### src/rtl/battleship_pkg.sv
// Shared battleship types and constants: placement FSM states, fleet shape
// and the bit layout of the accelerator update_ship word.
package battleship_pkg;

  localparam int NUM_SHIPS = 5;
  localparam int BOARD_DIM = 10;

  // Ship lengths indexed by ship number (element 0 is ship 0).
  localparam logic [NUM_SHIPS-1:0][3:0] SHIP_LEN = {4'd2, 4'd3, 4'd3, 4'd4, 4'd5};

  localparam int SLOT_A_POS_LSB  = 25;
  localparam int SLOT_A_VERT_BIT = 24;
  localparam int SLOT_A_TYPE_LSB = 21;
  localparam int SLOT_B_POS_LSB  = 14;
  localparam int SLOT_B_VERT_BIT = 13;
  localparam int SLOT_B_TYPE_LSB = 10;

  localparam logic [2:0] IGNORE_TYPE = 3'b111;

  typedef enum logic [2:0] {
    ST_IDLE,
    ST_DRAW,
    ST_LOAD0,
    ST_LOAD1,
    ST_LOAD2,
    ST_CHECK,
    ST_EVAL,
    ST_DONE
  } place_state_t;

  function automatic logic [31:0] pack_update_word(
    input logic [6:0] pos_a,
    input logic       vert_a,
    input logic [2:0] type_a,
    input logic [6:0] pos_b,
    input logic       vert_b,
    input logic [2:0] type_b
  );
    logic [31:0] w;
    w = '0;
    w[SLOT_A_POS_LSB +: 7]  = pos_a;
    w[SLOT_A_VERT_BIT]      = vert_a;
    w[SLOT_A_TYPE_LSB +: 3] = type_a;
    w[SLOT_B_POS_LSB +: 7]  = pos_b;
    w[SLOT_B_VERT_BIT]      = vert_b;
    w[SLOT_B_TYPE_LSB +: 3] = type_b;
    return w;
  endfunction

endpackage

### src/rtl/placement_scheduler_if.sv
// CPU-side control/status and accelerator bus of the placement scheduler.
// master = the scheduler, slave = CPU register file plus accelerator.
interface placement_scheduler_if;
  logic        req;
  logic [15:0] seed;
  logic        busy;
  logic        done;
  logic        success;
  logic [7:0]  tries;
  logic [34:0] ship_pos;
  logic [4:0]  ship_vert;
  logic [31:0] acc_data;
  logic        acc_update_ship;
  logic        acc_start;
  logic        acc_valid;

  modport master (
    input  req, seed, acc_valid,
    output busy, done, success, tries, ship_pos, ship_vert,
           acc_data, acc_update_ship, acc_start
  );

  modport slave (
    output req, seed, acc_valid,
    input  busy, done, success, tries, ship_pos, ship_vert,
           acc_data, acc_update_ship, acc_start
  );
endinterface

### src/rtl/placement_scheduler_lfsr16.sv
// 16-bit Fibonacci LFSR, polynomial x^16+x^14+x^13+x^11+1, shifting left.
// Load has priority over enable.
module lfsr16 #(
  parameter logic [15:0] RESET_VAL = 16'hACE1
) (
  input  logic        clk,
  input  logic        rst_n,
  input  logic        i_en,
  input  logic        i_load,
  input  logic [15:0] i_load_val,
  output logic [15:0] o_state
);

  logic [15:0] r_state;
  logic        w_feedback;

  assign w_feedback = r_state[15] ^ r_state[13] ^ r_state[12] ^ r_state[10];

  always_ff @(posedge clk) begin
    if (!rst_n) begin
      r_state <= RESET_VAL;
    end else if (i_load) begin
      r_state <= i_load_val;
    end else if (i_en) begin
      r_state <= {r_state[14:0], w_feedback};
    end
  end

  assign o_state = r_state;

endmodule

### src/rtl/placement_scheduler.sv
// Draws a random five-ship fleet, loads it into the placement accelerator and
// redraws until it is legal. Optional retry cap: PLACEMENT_RETRY_LIMIT_EN.
module placement_scheduler
  import battleship_pkg::*;
#(
  parameter int          SETTLE_CYCLES = 2,
  parameter int          MAX_TRIES     = 64,
  parameter logic [15:0] DEFAULT_SEED  = 16'hACE1
) (
  input logic                   clk,
  input logic                   rst_n,
  placement_scheduler_if.master bus
);

  localparam int            SW          = (SETTLE_CYCLES > 1) ? $clog2(SETTLE_CYCLES) : 1;
  localparam logic [SW-1:0] SETTLE_LAST = SW'(SETTLE_CYCLES - 1);

  place_state_t              r_state;
  place_state_t              w_next_state;
  logic [15:0]               w_lfsr;
  logic [15:0]               w_seed_val;
  logic                      w_lfsr_en;
  logic                      w_lfsr_load;
  logic [2:0]                r_idx;
  logic [NUM_SHIPS-1:0][6:0] r_pos;
  logic [NUM_SHIPS-1:0]      r_vert;
  logic [7:0]                r_tries;
  logic [7:0]                w_tries_inc;
  logic                      r_success;
  logic                      r_acc_valid;
  logic [SW-1:0]             r_settle_cnt;
  logic [3:0]                w_row;
  logic [3:0]                w_col;
  logic [3:0]                w_len;
  logic                      w_cand_vert;
  logic                      w_fits;
  logic                      w_last_ship;
  logic                      w_settle_last;
  logic                      w_limit_hit;
  logic [6:0]                w_pos;

  assign w_seed_val  = (bus.seed == 16'h0000) ? DEFAULT_SEED : bus.seed;
  assign w_lfsr_load = (r_state == ST_IDLE) && bus.req;
  assign w_lfsr_en   = (r_state == ST_DRAW);

  lfsr16 #(
    .RESET_VAL (DEFAULT_SEED)
  ) u_lfsr (
    .clk        (clk),
    .rst_n      (rst_n),
    .i_en       (w_lfsr_en),
    .i_load     (w_lfsr_load),
    .i_load_val (w_seed_val),
    .o_state    (w_lfsr)
  );

  assign w_row       = w_lfsr[3:0];
  assign w_col       = w_lfsr[7:4];
  assign w_cand_vert = w_lfsr[8];
  assign w_len       = SHIP_LEN[r_idx];

  // A ship must start on the board and its far end must stay on the board.
  assign w_fits = (w_row < 4'(BOARD_DIM)) && (w_col < 4'(BOARD_DIM)) &&
                  (w_cand_vert ? ({1'b0, w_row} + {1'b0, w_len} <= 5'(BOARD_DIM))
                               : ({1'b0, w_col} + {1'b0, w_len} <= 5'(BOARD_DIM)));

  assign w_pos         = 7'(w_row) * 7'(BOARD_DIM) + 7'(w_col);
  assign w_last_ship   = (r_idx == 3'(NUM_SHIPS - 1));
  assign w_settle_last = (r_settle_cnt == SETTLE_LAST);
  assign w_tries_inc   = (r_tries == 8'hFF) ? r_tries : r_tries + 8'd1;

`ifdef PLACEMENT_RETRY_LIMIT_EN
  assign w_limit_hit = (int'(w_tries_inc) >= MAX_TRIES);
`else
  logic w_unused_max_tries;
  assign w_limit_hit        = 1'b0;
  assign w_unused_max_tries = (MAX_TRIES != 0);
`endif

  always_ff @(posedge clk) begin
    if (!rst_n) begin
      r_state <= ST_IDLE;
    end else begin
      r_state <= w_next_state;
    end
  end

  always_comb begin
    w_next_state = r_state;
    case (r_state)
      ST_IDLE:  if (bus.req) w_next_state = ST_DRAW;
      ST_DRAW:  if (w_fits && w_last_ship) w_next_state = ST_LOAD0;
      ST_LOAD0: w_next_state = ST_LOAD1;
      ST_LOAD1: w_next_state = ST_LOAD2;
      ST_LOAD2: w_next_state = ST_CHECK;
      ST_CHECK: if (w_settle_last) w_next_state = ST_EVAL;
      ST_EVAL: begin
        if (r_acc_valid || w_limit_hit) begin
          w_next_state = ST_DONE;
        end else begin
          w_next_state = ST_DRAW;
        end
      end
      ST_DONE:  w_next_state = ST_IDLE;
      default:  w_next_state = ST_IDLE;
    endcase
  end

  always_comb begin
    bus.busy            = (r_state != ST_IDLE);
    bus.done            = 1'b0;
    bus.acc_update_ship = 1'b0;
    bus.acc_start       = 1'b0;
    bus.acc_data        = '0;
    case (r_state)
      ST_LOAD0: begin
        bus.acc_update_ship = 1'b1;
        bus.acc_data = pack_update_word(r_pos[0], r_vert[0], 3'd0, r_pos[1], r_vert[1], 3'd1);
      end
      ST_LOAD1: begin
        bus.acc_update_ship = 1'b1;
        bus.acc_data = pack_update_word(r_pos[2], r_vert[2], 3'd2, r_pos[3], r_vert[3], 3'd3);
      end
      ST_LOAD2: begin
        bus.acc_update_ship = 1'b1;
        bus.acc_data = pack_update_word(r_pos[4], r_vert[4], 3'd4, 7'd0, 1'b0, IGNORE_TYPE);
      end
      ST_CHECK: bus.acc_start = 1'b1;
      ST_DONE:  bus.done      = 1'b1;
      default:  ;
    endcase
  end

  always_ff @(posedge clk) begin
    if (!rst_n) begin
      r_idx        <= '0;
      r_pos        <= '0;
      r_vert       <= '0;
      r_tries      <= '0;
      r_success    <= 1'b0;
      r_acc_valid  <= 1'b0;
      r_settle_cnt <= '0;
    end else begin
      case (r_state)
        ST_IDLE: begin
          if (bus.req) begin
            r_idx     <= '0;
            r_tries   <= '0;
            r_success <= 1'b0;
          end
        end
        ST_DRAW: begin
          if (w_fits) begin
            for (int i = 0; i < NUM_SHIPS; i++) begin
              if (r_idx == 3'(i)) begin
                r_pos[i]  <= w_pos;
                r_vert[i] <= w_cand_vert;
              end
            end
            // The index parks on the last ship so SHIP_LEN is never indexed past the fleet.
            if (!w_last_ship) r_idx <= r_idx + 3'd1;
          end
        end
        ST_CHECK: begin
          if (w_settle_last) begin
            r_settle_cnt <= '0;
            r_acc_valid  <= bus.acc_valid;
          end else begin
            r_settle_cnt <= r_settle_cnt + SW'(1);
          end
        end
        ST_EVAL: begin
          r_tries <= w_tries_inc;
          if (r_acc_valid) begin
            r_success <= 1'b1;
          end else if (!w_limit_hit) begin
            r_idx <= '0;
          end
        end
        default: ;
      endcase
    end
  end

  assign bus.success   = r_success;
  assign bus.tries     = r_tries;
  assign bus.ship_pos  = r_pos;
  assign bus.ship_vert = r_vert;

endmodule

### src/flat_wrapper.sv
// flat-port wrapper written by rule: the top's interface ports become plain ports
module placement_scheduler_flat import battleship_pkg::*;
#(
  parameter int          SETTLE_CYCLES = 2,
  parameter int          MAX_TRIES     = 64,
  parameter logic [15:0] DEFAULT_SEED  = 16'hACE1
)
  (clk, rst_n, bus_req, bus_seed, bus_acc_valid, bus_busy, bus_done, bus_success, bus_tries, bus_ship_pos, bus_ship_vert, bus_acc_data, bus_acc_update_ship, bus_acc_start);
  placement_scheduler_if bus_i ();
  input logic clk;
  input logic rst_n;
  input wire logic [$bits(bus_i.req)-1:0] bus_req;
  input wire logic [$bits(bus_i.seed)-1:0] bus_seed;
  input wire logic [$bits(bus_i.acc_valid)-1:0] bus_acc_valid;
  output wire logic [$bits(bus_i.busy)-1:0] bus_busy;
  output wire logic [$bits(bus_i.done)-1:0] bus_done;
  output wire logic [$bits(bus_i.success)-1:0] bus_success;
  output wire logic [$bits(bus_i.tries)-1:0] bus_tries;
  output wire logic [$bits(bus_i.ship_pos)-1:0] bus_ship_pos;
  output wire logic [$bits(bus_i.ship_vert)-1:0] bus_ship_vert;
  output wire logic [$bits(bus_i.acc_data)-1:0] bus_acc_data;
  output wire logic [$bits(bus_i.acc_update_ship)-1:0] bus_acc_update_ship;
  output wire logic [$bits(bus_i.acc_start)-1:0] bus_acc_start;
  assign bus_i.req = bus_req;
  assign bus_i.seed = bus_seed;
  assign bus_i.acc_valid = bus_acc_valid;
  assign bus_busy = bus_i.busy;
  assign bus_done = bus_i.done;
  assign bus_success = bus_i.success;
  assign bus_tries = bus_i.tries;
  assign bus_ship_pos = bus_i.ship_pos;
  assign bus_ship_vert = bus_i.ship_vert;
  assign bus_acc_data = bus_i.acc_data;
  assign bus_acc_update_ship = bus_i.acc_update_ship;
  assign bus_acc_start = bus_i.acc_start;
  placement_scheduler #(.SETTLE_CYCLES(SETTLE_CYCLES), .MAX_TRIES(MAX_TRIES), .DEFAULT_SEED(DEFAULT_SEED)) u_core (.clk(clk), .rst_n(rst_n), .bus(bus_i));
endmodule
### config.mk
export PLATFORM = sky130hd
export DESIGN_NAME = placement_scheduler_flat
export DESIGN_NICKNAME = d
export VERILOG_FILES = /design/src/rtl/battleship_pkg.sv /design/src/rtl/placement_scheduler_if.sv /design/src/rtl/placement_scheduler_lfsr16.sv /design/src/rtl/placement_scheduler.sv /design/src/flat_wrapper.sv
export SDC_FILE = /design/constraint.sdc
export NUM_CORES = 1
export LEC_CHECK = 0
export BUFFER_PORTS_ARGS = -buffer_cell sky130_fd_sc_hd__buf_4
export CAP_MARGIN = 20
export CORE_MARGIN = 2
export CORE_UTILIZATION = 35
export CTS_BUF_LIST = sky130_fd_sc_hd__clkbuf_8
export CTS_CLUSTER_DIAMETER = 50
export DETAILED_ROUTE_END_ITERATION = 6
export PLACE_DENSITY = 0.53
export SYNTH_ARGS = -nofsm -noshare
export SYNTH_HDL_FRONTEND = slang
export SYNTH_HIERARCHICAL = 1
export SYNTH_SLANG_ARGS = --single-unit
export TNS_END_PERCENT = 30
### constraint.sdc
create_clock -name clk -period 3.4 [get_ports clk]
set_clock_uncertainty 0.1 [all_clocks]
set_input_delay 0.17 -clock clk [delete_from_list [all_inputs] [get_ports clk]]
set_output_delay 0.17 -clock clk [all_outputs]
set_load 0.02 [all_outputs]
==> impl_results.md, run 1 <==
- Slowest stage delay, CP: 0.49 ns
- Final Power: about 2400 uW
- I/O Buffers: 93
- Hold path cells: 4
- # nets final: 625
- R2R Setup Slk: 0.57 ns
- Placer Congestion: 0.8029
- Max transition margin: about half
- Wire per inst: approximately 14 um
- Area Growth Syn to Fin: 22.52%
- Setup TNS: 0 ns
- DRT antenna net count: 0
- RSZ-0062 raised after global routing: false
- Worst setup margin: 0.5733 ns
- Final Hold Fails: 0
- CTS tree: yes
- Slew Limit Fails: 0
- Largest net degree at the start of global routing: 40
- Setup WS pre-CTS: 0.5548 ns
- Final min period: 2.827 ns
- Starting DRC count in detailed routing: 146
- Min Hold Slack: 0.01425 ns
- Post-CTS setup buffers: 0
- Clock latency on the worst-skew pair: 0.36 ns
- Synth async-reset ratio: 0%
- Worst path cell trace: ha_1 -> inv_1 -> fa_1 -> nor4bb_1 -> a31oi_1 -> nand3_1 -> o22ai_4 -> nand4_2 -> mux2i_1
- Seq/Total Area, Yosys: roughly 34%
- Number of synthesized flops with an enable pin: 0
- Drt first pass iters: 4
- Crit. End Element: flop
- Clock slew at reported path FFs: 0.09 ns
- Vias: approximately 3700
- Synth Cell Area: between 4000 and 5000 um2
- Max-cap violations: 0
- GRT Total Usage: 16.21%
- Number of global-route vias before repair: 3436
- CP Class: flop to flop
- Commonest non-fill, non-tap cell in the layout: buf_4
- Worst EP required: ~3.6 ns
- Synth Instances: 499
- IO Count: 105
- RR Endpoint: u_core/bus.ship_pos[3]
- Top_reg_cell synth: dfxtp_1
- Worst-Margin Slew: 0.7484 ns
- Maximum clock path buffer count: 2
- Yosys warning count: 6
- Design area: 5473 um2
- Yosys top cell area share: 34.06%
- Area after DPL: 5152 um2
- Final setup violation count: 0
- Final period utilization: 83.14%
- Drt via density: 4.851
- Leak: 0.002601 uW
- Outcome: completed
- Die width: 117.0 um
- Share of cells above drive strength 1: 24.15%
- Max H-tree Level: 3
- Clock sinks: 76
- Worst Hold Class: input pin to flop
- Data arrival, critical path: 3.02 ns
- Synth unique cells: 63
- Crit path launch: u_core/u_lfsr/o_state[4]
- First-pass GRT wire length: 17.37 mm
- Initial antenna violation count: 0
- Worst Setup EP: u_core/bus.ship_pos[3]
- Most frequent cells in the layout: buf_4, nand2_1, dfxtp_1, mux2i_1, nor2_1
- Achievable clock frequency: 353.8 MHz
- DRC errors left: 0
- Crit path launch type: flop
- Average size of a mapped cell: 8.951 um2
- WL final: 10.96 mm
- Die area: 13680 um2
- FF-to-FF Start: u_core/u_lfsr/o_state[4]
- Starting density of the core: 35.69%
- Global-route congestion overflow total: 0
- Clk root buf: clkbuf_8
- Worst reg2reg path depth: 9
- Cell Rows: 41
- Slowest cell on the critical path: fa_1
- Core area: 12520 um2
- Max Fanout on Critical Path: 13
- Peak supply drop: 0.1702 mV
- #FFs+latches synth: 76
- Die height: 117.0 um
- ANT cells: 0
- Yosys top cell by area: dfxtp_1
- Pwr Density: 439.6 nW/um2
- Synth area leaders: dfxtp_1, mux2i_1, nand2_1
- DP Wirelength: slightly above 8 mm
- TritonCTS Buffers: 9
-- cells by family (layout without fill, tap and decap cells) --
logic type | Yosys count | after routing | share of synthesized area [%]
other cells | 1 | 11 | 0.08395
buf+inv | 59 | 138 | 7.787
flops | 76 | 76 | 34.06
simple gates | 180 | 180 | 19.47
fa+ha+maj | 22 | 22 | 6.835
compound gates | 62 | 62 | 9.020
xor+xnor | 16 | 16 | 3.137
mux | 83 | 83 | 19.61
-- through the flow --
| step | utilization [%] | instances |
|---|---|---|
| after floorplan | - | 509 |
| after global placement | 41.16 | 735 |
| after detailed placement | 41.16 | 735 |
| after CTS | 43.72 | 760 |
| after global routing | 43.72 | 760 |
| final | 43.72 | 760 |
-- cell type report --
type                       count  area [um2]
fill                        1248        7044
multi-input combinational    374        2635
sequential                    76        1521
timing repair buffer         104       803.3
tap                          172       215.2
clock buffer                   9       123.9
clock inverter                 7       106.4
inverter                      18       67.56
-- synth_stat cells, types with 2 or more instances --
library cell / count
a211oi_1: 2
a21oi_1: 19
a311oi_1: 2
a31oi_1: 2
and3_1: 4
buf_1: 2
buf_2: 6
buf_4: 14
buf_6: 2
clkbuf_1: 11
clkinv_1: 3
dfxtp_1: 76
dlygate4sd3_1: 3
fa_1: 4
ha_1: 18
inv_1: 13
inv_2: 2
mux2_2: 8
mux2_4: 7
mux2i_1: 68
nand2_1: 91
nand2b_1: 14
nand3_1: 6
nand3b_1: 3
nand4_1: 5
nand4_2: 3
nor2_1: 31
nor3_1: 5
nor4_1: 4
o21a_1: 3
o21ai_0: 19
o22ai_1: 2
or2_2: 2
or3_1: 2
xnor2_1: 8
xor2_1: 8
-- power by group --
part | internal (uW) | switching [uW]
combinational | 268 | 356
sequential | 926 | 47.7
clock | 426 | 383
-- state kept, by name, indices dropped and copies added (netlist names) --
name	flops
u_core/bus.tries	8
u_core/bus.success	1
u_core/w_len	3
u_core/u_lfsr/o_state	16
u_core/bus.ship_pos	35
u_core/r_settle_cnt	1
u_core/r_idx	3
u_core/bus.ship_vert	5
u_core/r_acc_valid	1
u_core/r_state	3
-- what timing repair did --
| item | in CTS | in global routing |
|---|---|---|
| endpoints found under the setup margin | 0 | 0 |
| hold buffers | 9 | 0 |
| hold endpoints to repair | 9 | 0 |
| gates resized for setup | 0 | 0 |
-- metal layers --
metal	vias to the layer above	wire, um	GRT usage [%]
met1	1746	5395	22.54
met3	13	405	3.193
met5	-	0	0
li1	1855	-	-
met4	0	138	5.412
met2	73	5023	25.28
-- worst min-delay path by stage --
stage / startpoint / slack, ns / to
2_1_floorplan: bus_acc_valid / 0.23 / u_core/r_acc_valid
3_3_place_gp: bus_seed[3] / 0.34 / u_core/u_lfsr/o_state[3]
3_5_place_dp: bus_seed[9] / 0.35 / u_core/u_lfsr/o_state[9]
4_1_cts: bus_seed[11] / 0.0007 / u_core/u_lfsr/o_state[11]
5_1_grt: bus_seed[10] / 0.01 / u_core/u_lfsr/o_state[10]
6_report: bus_seed[11] / 0.01 / u_core/u_lfsr/o_state[11]
-- worst max-delay path: cells and delay by family, from the launching register on --
family	cells	cell delay, ns
fa+ha+maj	2	0.69
compound gates	2	0.63
mux	1	0.27
simple gates	3	0.60
flops	1	0.39
buf+inv	1	0.06
(Power assumes the default switching activity.)
==> run 2: changes to the inputs <==
--- a/config.mk
+++ b/config.mk
@@ -5,6 +5,7 @@
 export SDC_FILE = /design/constraint.sdc
 export NUM_CORES = 1
 export LEC_CHECK = 0
+export ABC_AREA = 1
 export BUFFER_PORTS_ARGS = -buffer_cell sky130_fd_sc_hd__buf_4
 export CAP_MARGIN = 20
 export CORE_MARGIN = 2
@@ -12,7 +13,7 @@
 export CTS_BUF_LIST = sky130_fd_sc_hd__clkbuf_8
 export CTS_CLUSTER_DIAMETER = 50
 export DETAILED_ROUTE_END_ITERATION = 6
-export PLACE_DENSITY = 0.53
+export PLACE_DENSITY = 0.55
 export SYNTH_ARGS = -nofsm -noshare
 export SYNTH_HDL_FRONTEND = slang
 export SYNTH_HIERARCHICAL = 1
==> constraint.sdc (replaced) <==
create_clock -name clk -period 2.5 [get_ports clk]
set_clock_uncertainty 0.1 [all_clocks]
set_input_delay 0.125 -clock clk [delete_from_list [all_inputs] [get_ports clk]]
set_output_delay 0.125 -clock clk [all_outputs]
set_load 0.02 [all_outputs]
==> impl_results.md, run 2 <==
- Commonest non-fill, non-tap cell in the layout: nand2_1
- Synth async-reset ratio: 0% (unchanged)
- Max-cap violations: 0 (unchanged)
- Design area: 5622 um2 (+2.7%)
- Multi-input gate area in the final layout: 2391 um2 (-9.3%)
- Yosys warning count: 6 (unchanged)
- Pwr Density: 588.8 nW/um2 (+34%)
- Drt via density: 4.689 (-3.3%)
- Die width: 114.8 um (-1.8%)
- Clock slew at reported path FFs: 0.08 ns (about the same)
- Most numerous cell in the Yosys netlist: nand2_1
- Area after DPL: 5115 um2 (-0.73%)
- Synth unique cells: 43 (-32%)
- Most frequent cells in the layout: nand2_1, buf_4, nor2_1, dfxtp_1, inv_1
- Global-route congestion overflow total: 0 (unchanged)
- Clk root buf: clkbuf_8
- Slew Limit Fails: 0 (unchanged)
- Initial antenna violation count: 0 (unchanged)
- Worst EP required: 2.68 ns (-0.91 ns)
- Number of global-route vias before repair: 3853 (+12%)
- Peak supply drop: 0.2721 mV (+60%)
- Drt first pass iters: 4 (unchanged)
- Synth Instances: 619 (+24%)
- Achievable clock frequency: 412.2 MHz (+17%)
- WL final: 11.66 mm (+6.4%)
- Largest net degree at the start of global routing: 32 (-20%)
- Core area: 12010 um2 (-4.0%)
- Final Hold Fails: 0 (unchanged)
- Synth area leaders: dfxtp_1, nand2_1, nor2_1
- Top_reg_cell synth: dfxtp_1
- CP Class: flop to flop
- Data arrival, critical path: 2.61 ns (-0.41 ns)
- Synth Cell Area: 4299 um2 (-3.8%)
- Reg area: 1529 um2 (+0.49%)
- Vias: 4183 (+13%)
- Worst Hold Class: input pin to flop
- Max H-tree Level: 3 (unchanged)
- Placer Congestion: 0.8450 (+5.2%)
- #FFs+latches synth: 76 (unchanged)
- Crit path launch type: flop
- Final setup violation count: 0 (unchanged)
- Setup TNS: 0 ns (unchanged)
- Crit. End Element: flop
- Leak: 0.002933 uW (+13%)
- Starting DRC count in detailed routing: 233 (+60%)
- Max transition margin: 50.71% (+0.79 points)
- Cell Rows: 40 (-2.4%)
- I/O Buffers: 93 (unchanged)
- Area Growth Syn to Fin: 30.76%
- # nets final: 782 (+25%)
- Maximum clock path buffer count: 2 (unchanged)
- RSZ-0062 raised after global routing: true
- GRT Total Usage: 17.80% (+1.6 points)
- Number of synthesized flops with an enable pin: 0 (unchanged)
- DRT antenna net count: 0 (unchanged)
- TritonCTS Buffers: 9 (unchanged)
- Layout fillers: 1226 (-1.8%)
- Average size of a mapped cell: 6.945 um2 (-22%)
- Share of cells above drive strength 1: 24.83% (+0.68 points)
- Worst-Margin Slew: 0.7366 ns (-0.01184 ns)
- Outcome: completed
- Post-synth top cells: nand2_1, nor2_1, dfxtp_1
- DRC errors left: 0 (unchanged)
- Yosys top cell by area: dfxtp_1
- Clock sinks: 76 (unchanged)
- Max Fanout on Critical Path: 6 (-7)
- Max reg flops: 35 (unchanged)
- Final min period: 2.426 ns (-0.4007 ns)
- CTS tree: yes
- IO Count: 105 (unchanged)
- Wire per inst: 13.07 um (-9.4%)
- Die area: 13190 um2 (-3.6%)
- Seq/Total Area, Yosys: 35.39% (+1.3 points)
- Clock latency on the worst-skew pair: 0.35 ns (about the same)
- DP Wirelength: 8.694 mm (+7.7%)
- Die height: 114.8 um (-1.8%)
- First-pass GRT wire length: 18.68 mm (+7.5%)
- Final period utilization: 97.04% (+14 points)
- ANT cells: 0 (unchanged)
- Yosys top cell area share: 35.39% (+1.3 points)
- Final Power: 3310 uW (+38%)
- Starting density of the core: 35.79% (+0.11 points)
==> run 2: changes by cell type after synthesis, sizes merged, moves of 14 or more <==
cell / delta
inv: +56
mux2: -15
mux2i: -68
nand2: +77
nand2b: -14
nand3: +30
nor2: +70
o21ai: +25
==> run 2: power by group <==
part | switching [uW] | leakage [uW] | internal [uW]
logic | 664 | 0.00222 | 423
clock network | 497 | 0.0000921 | 376
registers | 74.3 | 0.000617 | 1280
total | 1240 | 0.00293 | 2070
==> run 2: critical path, cell delays in order, from the launching register on <==
cell and delay (ns):
dfxtp_4 0.38, ha_4 0.13, inv_2 0.03, fa_2 0.51, inv_1 0.04, nand2_1 0.05
nand2_1 0.05, nand3_1 0.09, nand2_2 0.07, nand2_4 0.08, nand2_4 0.06, nor2_8 0.12
nand2_8 0.12, nor2_8 0.23, buf_4 0.14, nand2_2 0.04, a21oi_2 0.11
==> run 2: path summary, 6_finish.rpt <==
path	from	endpoint	slack [ns]	cells past startpoint
worst min-delay path	bus_seed[7]	u_core/u_lfsr/o_state[7]	0.02	5
worst min register to register	u_core/r_settle_cnt	u_core/r_settle_cnt	0.37	2
worst max register to register	u_core/w_len[0]	u_core/bus.ship_pos[4]	0.07	16
worst max-delay path	u_core/w_len[0]	u_core/bus.ship_pos[4]	0.07	16
==> run 2: timing repair <==
action | 4_1_cts | 5_1_grt
endpoints found under the hold margin | 15 | 0
hold buffers | 15 | 0
endpoints found under the setup margin | 0 | 43
resized for setup | 0 | 21
buffers inserted | 0 | 12
==> run 2: logic make-up after synthesis <==
group | share of synthesized area [%]
compound gates | 9.954
fa+ha+maj | 7.101
flops | 35.39
xor+xnor | 1.426
buf+inv | 11.20
other cells | 0.08723
simple gates | 34.84
==> run 2: final cells by class <==
class | count | share of cell area, %
multi-input cells | 447 | 42.53
flip-flops and latches | 76 | 27.20
repair buffers | 134 | 18.85
inverters | 72 | 4.897
well taps | 147 | 3.272
clock buffers | 9 | 2.203
clock inverters | 7 | 1.046
==> run 2: through the flow <==
step	util (%)	worst slack (ns)	hold slack [ns]	std cells
floorplan	-	0.1976	0.1528	629
global placement	42.58	0.07780	0.2615	849
detailed placement	42.58	0.05163	0.2695	849
CTS	45.35	0.05406	0.006365	880
global route	46.80	-0.03016	0.02944	892
finish	46.80	0.07404	0.02311	892
==> run 2: layer usage <==
layer	routed length [um]	vias to the layer above	part of all wire (%)	global-route usage, %
met3	579	11	5.0	3.057
li1	-	2177	-	-
met2	5518	113	47	29.82
met1	5428	1882	47	23.71
met5	0	-	0	0
met4	133	0	1.1	5.060
